[src/rtl/slt_pkg.sv]
// rtl/slt_pkg.sv - shared state encoding, chunk-count helper and parameter checks for slt_unit
package slt_pkg;

    localparam logic [1:0] IDLE = 2'd0;
    localparam logic [1:0] CMP  = 2'd1;
    localparam logic [1:0] DONE = 2'd2;

    localparam int MIN_WIDTH     = 2;
    localparam int MIN_CHUNK     = 1;
    localparam int MIN_OUT_WIDTH = 1;

    function automatic int nch(input int width, input int chunk);
        return width / chunk;
    endfunction

    function automatic bit params_ok(input int width, input int chunk, input int out_width);
        return (chunk >= MIN_CHUNK) && (width >= MIN_WIDTH) && (chunk <= width)
            && ((width % chunk) == 0) && (out_width >= MIN_OUT_WIDTH);
    endfunction

endpackage

[src/rtl/slt_chunk_cmp.sv]
// rtl/slt_chunk_cmp.sv - combinational unsigned compare of one CHUNK-wide slice
module slt_chunk_cmp #(
    parameter int CHUNK = 8
) (
    input  logic [CHUNK-1:0] a,
    input  logic [CHUNK-1:0] b,
    output logic             lt,
    output logic             eq
);

    assign lt = (a < b);
    assign eq = (a == b);

endmodule

[src/rtl/slt_unit.sv]
// rtl/slt_unit.sv - MSB-first chunk-serial set-less-than with valid/ready on both sides
// optional cycles output enabled by SLT_UNIT_CYCLES_EN
module slt_unit
    import slt_pkg::*;
#(
    parameter int WIDTH     = 32,
    parameter int CHUNK     = 8,
    parameter int OUT_WIDTH = 32
) (
    input  logic                 clk,
    input  logic                 rst_n,
    input  logic                 in_valid,
    output logic                 in_ready,
    input  logic [WIDTH-1:0]     a,
    input  logic [WIDTH-1:0]     b,
    input  logic                 is_signed,
    output logic                 out_valid,
    input  logic                 out_ready,
    output logic [OUT_WIDTH-1:0] res,
    output logic                 eq,
    output logic                 busy
`ifdef SLT_UNIT_CYCLES_EN
    ,
    output logic [$clog2(WIDTH/CHUNK+1)-1:0] cycles
`endif
);

    localparam int NCH = nch(WIDTH, CHUNK);
    localparam int IW  = (NCH > 1) ? $clog2(NCH) : 1;
    localparam logic [IW-1:0] IDX_TOP = IW'(NCH - 1);

    if (!params_ok(WIDTH, CHUNK, OUT_WIDTH)) begin : g_bad_params
        $error("slt_unit: WIDTH/CHUNK/OUT_WIDTH combination is invalid");
    end

    logic [1:0]                  state;
    logic [WIDTH-1:0]            ra;
    logic [WIDTH-1:0]            rb;
    logic [IW-1:0]               idx;
    logic                        lt_r;
    logic                        eq_r;
    logic [NCH-1:0][CHUNK-1:0]   ra_ch;
    logic [NCH-1:0][CHUNK-1:0]   rb_ch;
    logic                        ch_lt;
    logic                        ch_eq;

    assign ra_ch = ra;
    assign rb_ch = rb;

    slt_chunk_cmp #(.CHUNK(CHUNK)) u_chunk_cmp (
        .a  (ra_ch[idx]),
        .b  (rb_ch[idx]),
        .lt (ch_lt),
        .eq (ch_eq)
    );

    assign in_ready  = (state == IDLE);
    assign busy      = (state != IDLE);
    assign out_valid = (state == DONE);
    assign res       = OUT_WIDTH'(lt_r);
    assign eq        = eq_r;

    // Flipping both sign bits maps two's-complement order onto unsigned order.
    always_ff @(posedge clk or negedge rst_n) begin
        if (!rst_n) begin
            state <= IDLE;
            ra    <= '0;
            rb    <= '0;
            idx   <= IDX_TOP;
            lt_r  <= 1'b0;
            eq_r  <= 1'b0;
        end else begin
            case (state)
                IDLE: begin
                    if (in_valid) begin
                        ra    <= {a[WIDTH-1] ^ is_signed, a[WIDTH-2:0]};
                        rb    <= {b[WIDTH-1] ^ is_signed, b[WIDTH-2:0]};
                        idx   <= IDX_TOP;
                        state <= CMP;
                    end
                end
                CMP: begin
                    if (!ch_eq) begin
                        lt_r  <= ch_lt;
                        eq_r  <= 1'b0;
                        state <= DONE;
                    end else if (idx == '0) begin
                        lt_r  <= 1'b0;
                        eq_r  <= 1'b1;
                        state <= DONE;
                    end else begin
                        idx <= idx - 1'b1;
                    end
                end
                DONE: begin
                    if (out_ready) begin
                        state <= IDLE;
                    end
                end
                default: state <= IDLE;
            endcase
        end
    end

`ifdef SLT_UNIT_CYCLES_EN
    localparam int CW = $clog2(NCH + 1);

    logic [CW-1:0] cnt;

    always_ff @(posedge clk or negedge rst_n) begin
        if (!rst_n) begin
            cnt    <= '0;
            cycles <= '0;
        end else if (state == IDLE && in_valid) begin
            cnt <= '0;
        end else if (state == CMP) begin
            cnt <= cnt + 1'b1;
            if (!ch_eq || idx == '0) begin
                cycles <= cnt + 1'b1;
            end
        end
    end
`endif

endmodule

[config.mk]
export PLATFORM = sky130hd
export DESIGN_NAME = slt_unit
export DESIGN_NICKNAME = d
export VERILOG_FILES = /design/src/rtl/slt_pkg.sv /design/src/rtl/slt_chunk_cmp.sv /design/src/rtl/slt_unit.sv
export SDC_FILE = /design/constraint.sdc
export NUM_CORES = 1
export LEC_CHECK = 0
export CORE_MARGIN = 2
export CORE_UTILIZATION = 40
export DETAILED_ROUTE_END_ITERATION = 6
export DONT_BUFFER_PORTS = 1
export HOLD_SLACK_MARGIN = 0.02
export PLACE_DENSITY = 0.65
export SLEW_MARGIN = 10
export SYNTH_ARGS = -nofsm -noshare
export SYNTH_HDL_FRONTEND = slang
export SYNTH_SLANG_ARGS = --single-unit
[constraint.sdc]
create_clock -name clk -period 3 [get_ports clk]
set_clock_uncertainty 0.2 [all_clocks]
set_input_delay 0.9 -clock clk [delete_from_list [all_inputs] [get_ports clk]]
set_output_delay 0.9 -clock clk [all_outputs]
set_load 0.02 [all_outputs]
-- After elaboration in Yosys (flattened, before gate mapping)
Index checks and enable logic that the tools add are counted.
- register bits after elaboration: 70
- word-level logic and storage cells: 45
- add/subtract/negate cells: 1
- magnitude comparators: 2
- equal/unequal tests: 9
- multiplexer cells: 17
- bitwise logic cells: 2
- reduce and logical (&&, ||, !) cells: 8
- operators with widths (operator ; number):
    $bmux 8 s2 ; 2
    $mux 8 ; 2
    $mux 2 ; 7
    $eq 8x8->1 ; 1
    $lt 8x8->1 ; 1
    $ne 2x2->1 const B ; 3
    $pmux 2 s3 ; 1
    $logic_not 2->1 ; 2
    $mux 1 ; 4
    $ne 2x1->1 const B ; 2
    $pmux 2 s2 ; 1
    $reduce_and 2->1 ; 2
    $reduce_and 4->1 ; 1
    $reduce_bool 2->1 ; 2
    $lt 2x3->1 const B ; 1
    $ne 3x3->1 const B ; 1
    $reduce_and 3->1 ; 1
    $eq 2x1->1 const B ; 1
    $eq 2x2->1 const B ; 1
    $sub 2x1->2 const B ; 1
    $xor 1x1->1 ; 2

-- Depth between registers and ports, before layout
- word-level depth: 5
- mapped depth: 8

-- Hierarchy
Synthesis repeated with hierarchy kept, for this count alone.
- cells, all modules: 246
- area total of the unflattened synthesis: 3515.9 um^2
- modules (own cells, without submodules) (module ; instances ; cells an instance ; area each (um^2) ; seq. area each (um^2)):
    slt_unit ; 1 ; 219 ; 3301.9 ; 1754.2
    slt_chunk_cmp ; 1 ; 27 ; 214.0 ; 0.0

-- Worst setup path after synthesis
No wires, ideal clock.
- path kind: flip-flop to flip-flop
- start: register idx[0]
- end: register idx[0]
- setup time: 0.075 ns
- data arrival time: 2.415 ns
- data required time: 2.725 ns
- setup slack: 0.310 ns
- cell stages (with the launch flop): 8
- path buffers: 2
- cells stage by stage: dfstp_2 > buf_4 > buf_4 > mux4_2 > ha_1 > nand4_1 > nor4_4 > mux2i_1
- longest elaborated chain between the ends: 5
- elaborated cells between the ends (all ways): 13
- classes of those cells: 1 x add/sub; 3 x eq/ne; 7 x mux; 2 x reduce/logical
- RTL lines (element ; line ; text):
    start, declared ; slt_unit.sv:39 ; logic [IW-1:0] idx;
    start signal, assigned ; slt_unit.sv:92 ; idx <= idx - 1'b1;
    $bmux 8 s2, on equally long branches ; slt_unit.sv:51, slt_unit.sv:52 ;
    $mux 8, on equally long branches ; slt_unit.sv:51, slt_unit.sv:52 ;
    $eq 8x8->1 ; slt_chunk_cmp.sv:12 ; assign eq = (a == b);
    $ne 2x2->1 (no source line) ; -- ;
    $reduce_and 4->1 (no source line) ; -- ;
Parallel ways exist; a longest one is shown, timed or not. The select of a mux whose other input is x is not followed.
A chain may end at the register's enable or synchronous reset.

-- Worst setup path in the final report
- start: register idx[0]
- end: register lt_r
- longest elaborated chain between the ends: 5
- elaborated cells between the ends (all ways): 10
- classes of those cells: 1 x order compare; 2 x eq/ne; 5 x mux; 2 x reduce/logical
- RTL lines (element ; line ; text):
    branches (longest 5 deep; another with $lt 8x8->1) ; -- ;
    end signal, assigned ; slt_unit.sv:84 ; lt_r <= ch_lt;
    end, declared ; slt_unit.sv:40 ; logic lt_r;
Several ways; the timed one is not identified. The select of a mux whose other input is x is not followed.

==> results.toml <==
[logic_synthesis]
synthArstFlopShare = 1.000
ys.flop_type = "dfrtp_1"
netlist_area_mm2 = 0.003541
ys_warn_count = 0
ys_ff_latch = 70
netlist_instances = 247
synth_enable_flop_cells = 0
synth.avg_cell_area_um2 = 14.34
seq_area_frac_synth = 0.4954
yosys.cell_types.count = 31

[setup_path]
reg2reg_to = "lt_r"
start_kind = "flop"
path_class = "flop to flop"
cp-startpoint = "idx[0]"
worstPathArrival_ns = 2.77
path_max_fanout = 15
ff2ff_setup_slack_ns = 0.26
r2r_start = "idx[0]"
end_kind = "flop"
endpoint = "lt_r"
r2r_cells = 7
cp.required_ns = 3.03

[timing]
clock.fmax_ghz = 0.3656
fin_crit_sh = 0.9118
rsz0062_at_grt = "false"
fin_setup_tns_ns = 0
worst_hold_slack_ns = 0.04898
setup_violations = 0
finalMaxSlewViolations = 0
hold_viol = 0
final.min_clock_period_ns = 2.735
worst_slack_ns = 0.2646

[detailed_routing]
drc = 0
drt-initial-drc-count = 99
routedWlPerCell_um = 16.90
viasPerCell = 4.889
antenna_left = 0
routed_wl_um = 6084
dr.pass1.iters = 2
vias = 1760

[place]
placed_cell_area_mm2 = 0.003500
gp_congestion = 0.7177
place_ws_ns = 0.2539
dp_hpwl_um = 4518
numPortBuffers = 0

[cts]
cts_buffers = 9
clockRootBuffer = "clkbuf_8"
clock_latency_ns = 0.34
cts_hold_buf = 0
cts_num_sinks = 70
post-cts-setup-buffers = 0
htree_num_levels = 3
cts_resized = 0
clockBufferDepth = 2
cts_tree = "done"
clkTransAtPathRegs_ns = 0.07

[global_routing]
grt_antenna_before_repair = 0
grt_overflow_total = 0
grtUsageTotal = 0.1328
grt_pass1_vias = 1882
grt_first_pass_wirelength_um = 9846
grt_max_degree = 71

[floorplan]
ios = 105
rows = 34
die_x_um = 98.09
start_util = 0.4100
fp.dieArea_mm2 = 0.009621
die_h_um = 98.09
core_mm2 = 0.008636

[power_and_ir_drop]
p_seq_frac = 0.440
p_switching_uw = 1117
cellPowerDensity_mw_per_mm2 = 1020
combPwrFrac = 0.342
switching_share = 0.2948
ir_worst_vdd_v = 0.0004193
p_leak_uw = 0.001644
cellInternalPower_uw = 2672
power.share.clock = 0.218

[layout]
area_delta_synth_final_pct = 4.912
layout-drive-gt1-share = 0.3968
nets = 325
diodes = 0
final_common_cell = "dfrtp_1"
most-common-layout-cells = "dfrtp_1, mux2_2, conb_1, mux4_2, inv_1"
postLayoutCellArea_mm2 = 0.003715

[run_status]
status = "finished clean"

[flow_run]
drv_cap = 0

[min_path]
hold_class = "input port to async pin"
==> state kept, by name (all words and copies together) (netlist names) <==
register	cells
lt_r	1
ra	32
rb	32
idx	2
state	2
eq	1
==> worst min path at each step <==
stage | slack (ns) | start | depth (start not counted) | end
after floorplan | 0.24 | lt_r | 2 | lt_r
after global placement | 0.29 | ra[0] | 1 | ra[0]
after detailed placement | 0.29 | rb[19] | 1 | rb[19]
after CTS | 0.04 | rst_n | 0 | rb[29]
after global routing | 0.03 | rst_n | 0 | rb[29]
final | 0.05 | rst_n | 0 | ra[6]
==> final cells by class <==
type,instances,area [µm²]
tap,108,135.1
multi-input combinational,150,1514
clock buffer,12,145.1
clock inverter,4,70.07
timing repair buffer,3,47.55
sequential,70,1754
fill,804,4921
inverter,13,48.80
==> metrics by stage <==
| stage | cells | util | power [µW] |
|---|---|---|---|
| CTS | 360 | 0.4302 | 3832 |
| finish | 360 | 0.4302 | 3789 |
| global route | 360 | 0.4302 | 4055 |
| global placement | 344 | 0.4052 | 2957 |
| detailed placement | 344 | 0.4052 | 3002 |
| floorplan | 277 | - | 2791 |
==> per-layer routing <==
metal | routed length (µm) | GRT usage
met2 | 2916 | 0.2113
met1 | 2494 | 0.1612
met5 | 0 | 0
met4 | 74 | 0.04487
met3 | 599 | 0.06013
==> cell usage after synthesis, drive strengths merged (3+ instances only) <==
cell type / instances / area (µm²)
a21oi: 4 / 20.02
buf: 44 / 336.6
dfrtp: 68 / 1702
ha: 9 / 112.6
inv: 13 / 48.80
mux2: 62 / 709.4
mux4: 16 / 360.4
nor2: 6 / 25.03
o21ai: 3 / 15.01
==> power by group through the flow <==
| stage | clock network [µW] | registers (µW) | logic (µW) |
|---|---|---|---|
| 2_1_floorplan | 0 | 1570 | 1230 |
| 3_3_place_gp | 0 | 1680 | 1270 |
| 3_5_place_dp | 0 | 1690 | 1310 |
| 4_1_cts | 842 | 1680 | 1310 |
| 5_1_grt | 883 | 1740 | 1430 |
| 6_report | 825 | 1670 | 1290 |
==> critical path, cell delays in order, from the launching register on <==
cell and delay [ns]:
dfstp_2 0.64, buf_12 0.20, mux4_2 0.51, ha_1 0.34, nand4_1 0.22, o31ai_1 0.34, nand2_1 0.10, o41ai_1 0.07
==> cells by family after synthesis <==
| group | Yosys count | synth area share |
|---|---|---|
| compound gates | 12 | 0.02085 |
| xor+xnor | 2 | 0.004948 |
| fa+ha+maj | 9 | 0.03180 |
| buf+inv | 57 | 0.1088 |
| flops | 70 | 0.4954 |
| mux | 80 | 0.3078 |
| other cells | 1 | 0.001059 |
| simple gates | 16 | 0.02933 |
(Power assumes the default switching activity.)
